===== src/rtl/mem_wb_writeback.sv =====
// mem_wb_writeback: registers MEM-stage results and drives the register file write port.
// Slow loads park in WAIT_MEM, holding busy high until memReady, flush or a bounded timeout.
module mem_wb_writeback #(
    parameter int DATA_WIDTH     = 32,
    parameter int REG_ADDR_WIDTH = 5,
    parameter int LOAD_TIMEOUT   = 15
) (
    input  logic                      clk,
    input  logic                      reset,
    input  logic                      validIn,
    input  logic                      stallIn,
    input  logic                      flush,
    input  logic                      regWriteIn,
    input  logic                      memToRegIn,
    input  logic [REG_ADDR_WIDTH-1:0] writeRegisterIn,
    input  logic [DATA_WIDTH-1:0]     aluResultIn,
    input  logic [DATA_WIDTH-1:0]     memReadData,
    input  logic                      memReady,
    output logic                      regWrite,
    output logic [REG_ADDR_WIDTH-1:0] writeRegister,
    output logic [DATA_WIDTH-1:0]     writeData,
    output logic                      busy,
    output logic                      loadError
);
    typedef enum logic {IDLE, WAIT_MEM} state_t;

    state_t                    state, state_next;
    logic [7:0]                count, count_next;
    logic [REG_ADDR_WIDTH-1:0] pend_reg, pend_reg_next;
    logic [REG_ADDR_WIDTH-1:0] wreg_next;
    logic [DATA_WIDTH-1:0]     wdata_next;
    logic                      wr_next, err_next, accept;

    assign busy   = (state == WAIT_MEM);
    assign accept = (state == IDLE) && validIn && !stallIn && !flush;

    always_comb begin
        state_next    = state;
        count_next    = count;
        pend_reg_next = pend_reg;
        wr_next       = 1'b0;
        err_next      = 1'b0;
        wreg_next     = writeRegister;
        wdata_next    = writeData;
        if (state == IDLE) begin
            if (accept && memToRegIn && regWriteIn && !memReady) begin
                state_next    = WAIT_MEM;
                count_next    = 8'd0;
                pend_reg_next = writeRegisterIn;
            end else if (accept) begin
                wr_next    = regWriteIn && (writeRegisterIn != '0);
                wreg_next  = writeRegisterIn;
                wdata_next = memToRegIn ? memReadData : aluResultIn;
            end
        end else if (flush) begin
            state_next = IDLE;
        end else if (memReady) begin
            state_next = IDLE;
            wr_next    = (pend_reg != '0);
            wreg_next  = pend_reg;
            wdata_next = memReadData;
        end else if (count == 8'(LOAD_TIMEOUT - 1)) begin
            state_next = IDLE;
            err_next   = 1'b1;
        end else begin
            count_next = count + 8'd1;
        end
    end

    always_ff @(posedge clk) begin
        if (reset) begin
            state         <= IDLE;
            count         <= '0;
            pend_reg      <= '0;
            regWrite      <= 1'b0;
            writeRegister <= '0;
            writeData     <= '0;
            loadError     <= 1'b0;
        end else begin
            state         <= state_next;
            count         <= count_next;
            pend_reg      <= pend_reg_next;
            regWrite      <= wr_next;
            writeRegister <= wreg_next;
            writeData     <= wdata_next;
            loadError     <= err_next;
        end
    end
endmodule


===== config.mk =====
export PLATFORM = sky130hd
export DESIGN_NAME = mem_wb_writeback
export DESIGN_NICKNAME = d
export VERILOG_FILES = /design/src/rtl/mem_wb_writeback.sv
export SDC_FILE = /design/constraint.sdc
export NUM_CORES = 1
export LEC_CHECK = 0
export BUFFER_PORTS_ARGS = -buffer_cell sky130_fd_sc_hd__buf_2
export CAP_MARGIN = 20
export CORE_UTILIZATION = 50
export DETAILED_ROUTE_END_ITERATION = 6
export GPL_TIMING_DRIVEN = 0
export PLACE_DENSITY = 0.82
export SYNTH_ARGS = -nofsm -noshare
export SYNTH_HDL_FRONTEND = slang
export SYNTH_SLANG_ARGS = --single-unit

===== constraint.sdc =====
create_clock -name clk -period 2.52 [get_ports clk]
set_input_delay 0.378 -clock clk [delete_from_list [all_inputs] [get_ports clk]]
set_output_delay 0.378 -clock clk [all_outputs]
set_load 0.01 [all_outputs]

==> flow_metrics.env <==
export IMPL_seqPwrFrac=0.548
export IMPL_grt_overflow=0
export IMPL_intPower_mw=1.18
export IMPL_clockBufferDepth=2
export IMPL_p_leak_nw=1.38
export IMPL_post_dp_hpwl_um=5180
export IMPL_fillers=400
export IMPL_rows=25
export IMPL_path_cells="inv_1 -> ha_1 -> or4b_4 -> or2_4 -> nand4_2 -> mux2_1"
export IMPL_dieArea_mm2=0.00521
export IMPL_grt_pass1_vias=2411
export IMPL_drtPass1Iterations=4
export IMPL_synth_cell_type_count=39
export IMPL_grt_pass1_wl_um=10900
export IMPL_drt_first_iter_violations=162
export IMPL_synth_area_per_cell_um2=8.58
export IMPL_power_switching_mw=0.437
export IMPL_core_mm2=0.00472
export IMPL_clk_latency_ns=0.31
export IMPL_whs_ns=0.317
export IMPL_finalHoldViolCount=0
export IMPL_io_buffers=115
export IMPL_endpoint_kind="register"
export IMPL_ir_worst_vdd_mv=0.297
export IMPL_antenna_cells=0
export IMPL_crit_type="reg -> reg"
export IMPL_slowest_stage="or4b_4"
export IMPL_nets=488
export IMPL_status="finished clean"
export IMPL_synthesis_nets=366
export IMPL_syn_inst=287
export IMPL_max_stage_delay_ns=0.50
export IMPL_finalSetupViolations=0
export IMPL_area_growth_pct=30.2
export IMPL_fp_dieW_um=72.2
export IMPL_drc=0
export IMPL_cts_root_buf="clkbuf_8"
export IMPL_tightest_slew_ns=0.492
export IMPL_yosys_area_top_type="dfxtp_1"
export IMPL_post_cts_resized=0
export IMPL_yosys_warnings=0
export IMPL_wire_per_inst_um=14.5
export IMPL_async_reset_ff_frac=0
export IMPL_fmax_mhz=547
export IMPL_top_regs="writeData x32, count x8"
export IMPL_drv_cap=0
export IMPL_synth_edff_count=0
export IMPL_ys_ff_latch=53
export IMPL_setup_tns_ns=0
export IMPL_period_share=0.725
export IMPL_slew_violations=0
export IMPL_hp_class="in -> reg"
export IMPL_swShare=0.271
export IMPL_vias_per_cell=5.47
export IMPL_rsz0062_at_grt="no"
export IMPL_yosysTopAreaCellShare=0.431
export IMPL_cts_buffers=5
export IMPL_track_usage=0.262
export IMPL_hold_buffers=0
export IMPL_power_per_cell_area_mw_per_mm2=503
export IMPL_cts_sinks=53
export IMPL_layout_min_cycle_time_ns=1.83
export IMPL_grt_max_degree=16
export IMPL_routabilityCongestion=0.790
export IMPL_total_power_mw=1.61
export IMPL_drive_gt1_frac=0.349
export IMPL_die_h_um=72.2
export IMPL_combPwrFrac=0.153
export IMPL_clockPowerShare=0.299
export IMPL_synth_area_leaders="dfxtp_1 43%, a311oi_1 11%, nor2_1 7.0%"
export IMPL_largest_register_ff_count=32
export IMPL_routed_wirelength_um=6900
export IMPL_largest_register="writeData"
export IMPL_cp_max_fo=5
export IMPL_critPathRequiredTime_ns=2.72
export IMPL_cp_start_kind="register"
export IMPL_ant_nets=0
export IMPL_fin_skew_ns=0.00741
export IMPL_cts_max_level=2
export IMPL_io_pins=117
export IMPL_cp_arrival_ns=2.03
export IMPL_initial_core_util=0.522
export IMPL_vias=2609
export IMPL_antenna_found_initial=0
export IMPL_relSlewSlack=0.672
export IMPL_path_clk_slew_ns=0.09
export IMPL_ys_seq_area_frac=0.431
export IMPL_synth_flop_cell="dfxtp_1"
export IMPL_postCtsSetupRepairBufs=0
export IMPL_syn_cell_area_mm2=0.00246
export IMPL_final_util=0.679
export IMPL_cts_tree="yes"
==> routing by layer <==
metal / share of wire / wire length [um] / up-vias / global-route usage
met5: 0 / 0 / - / 0
met3: 0.069 / 477 / 8 / 0.0528
met1: 0.43 / 2970 / 1218 / 0.332
li1: - / - / 1285 / -
met4: 0.012 / 83 / 0 / 0.0763
met2: 0.49 / 3370 / 98 / 0.453
==> layout by cell type, fill, tap and decap left out, types with 2 or more instances in the layout <==
master	synthesis	layout
buf_2	7	122
dfxtp_1	53	53
nor2_1	46	46
nand2_1	33	33
o21ai_0	33	33
a311oi_1	32	32
clkbuf_1	15	17
mux2i_1	10	10
a211oi_1	5	5
nor3_1	5	5
clkbuf_8	0	5
a21oi_1	4	4
xor2_1	4	4
inv_1	3	3
nand2b_1	3	3
or4_1	3	3
buf_4	2	2
nor2b_1	2	2
o2111ai_1	2	2
nor3b_1	2	2
and2_1	2	2
and4_2	2	2
ha_1	2	2
==> worst paths after layout <==
path	cells past startpoint	startpoint	slack, ns	end
worst max register to register	6	count[0]	0.69	count[7]
worst min register to register	2	writeData[20]	0.50	writeData[20]
worst max-delay path	6	count[0]	0.69	count[7]
worst min-delay path	3	aluResultIn[12]	0.32	writeData[12]
==> cell usage after synthesis (all sizes together) (2+ instances only) <==
| master | n |
|---|---|
| or4 | 3 |
| nor3 | 5 |
| nand4 | 2 |
| o2111ai | 2 |
| ha | 2 |
| buf | 10 |
| nand2 | 33 |
| and2 | 2 |
| or2 | 2 |
| o21ai | 33 |
| nor2 | 46 |
| a211oi | 5 |
| mux2i | 10 |
| clkbuf | 15 |
| xor2 | 4 |
| dfxtp | 53 |
| and4 | 2 |
| a311oi | 32 |
| inv | 3 |
| nand2b | 3 |
| a21oi | 4 |
| nor3b | 3 |
| nor2b | 2 |
==> power groups by stage <==
stage               clock network [mW]  logic [mW]  registers [mW]
finish                           0.483       0.247           0.884
floorplan                            0       0.108           0.919
global route                     0.519       0.274           0.888
CTS                              0.486       0.247           0.884
detailed placement                   0       0.246           0.904
global placement                     0       0.242           0.903
==> cells by family (layout without fill, tap and decap cells) <==
logic type                 count (synthesis)  count (layout)  share of synthesized area
buffers and inverters                     28             151                     0.0493
adders and majority gates                  2               2                     0.0102
and+or+nand+nor                          108             108                      0.217
muxes                                     11              11                     0.0452
AOI/OAI and AO/OA                         81              81                      0.234
DFF                                       53              53                      0.431
xor gates and xnor gates                   4               4                     0.0142
==> per-stage QoR <==
stage / instances / cell area, um2 / setup WS, ns
after CTS: 477 / 3210 / 0.683
after detailed placement: 469 / 3120 / 0.703
final: 477 / 3210 / 0.693
after floorplan: 287 / 2460 / 0.802
after global placement: 469 / 3120 / 0.740
after global routing: 477 / 3210 / 0.597
==> layout make-up <==
| class | count | area, um2 | share of cell area |
|---|---|---|---|
| multi-input cells | 206 | 1280 | 0.400 |
| well taps | 67 | 83.8 | 0.0261 |
| clock buffers | 7 | 76.3 | 0.0238 |
| inverters | 3 | 11.3 | 0.00351 |
| flip-flops and latches | 53 | 1060 | 0.331 |
| plain buffers | 25 | 110 | 0.0343 |
| clock inverters | 1 | 7.51 | 0.00234 |
| repair buffers | 115 | 576 | 0.179 |
==> worst max-delay path: cells and delay by family (launching register included) <==
family                     cells  cell delay (ns)
and+or+nand+nor                3             0.84
DFF                            1             0.36
muxes                          1             0.31
adders and majority gates      1             0.14
buffers and inverters          1             0.07
No activity file was read; power rests on OpenSTA's default activity.
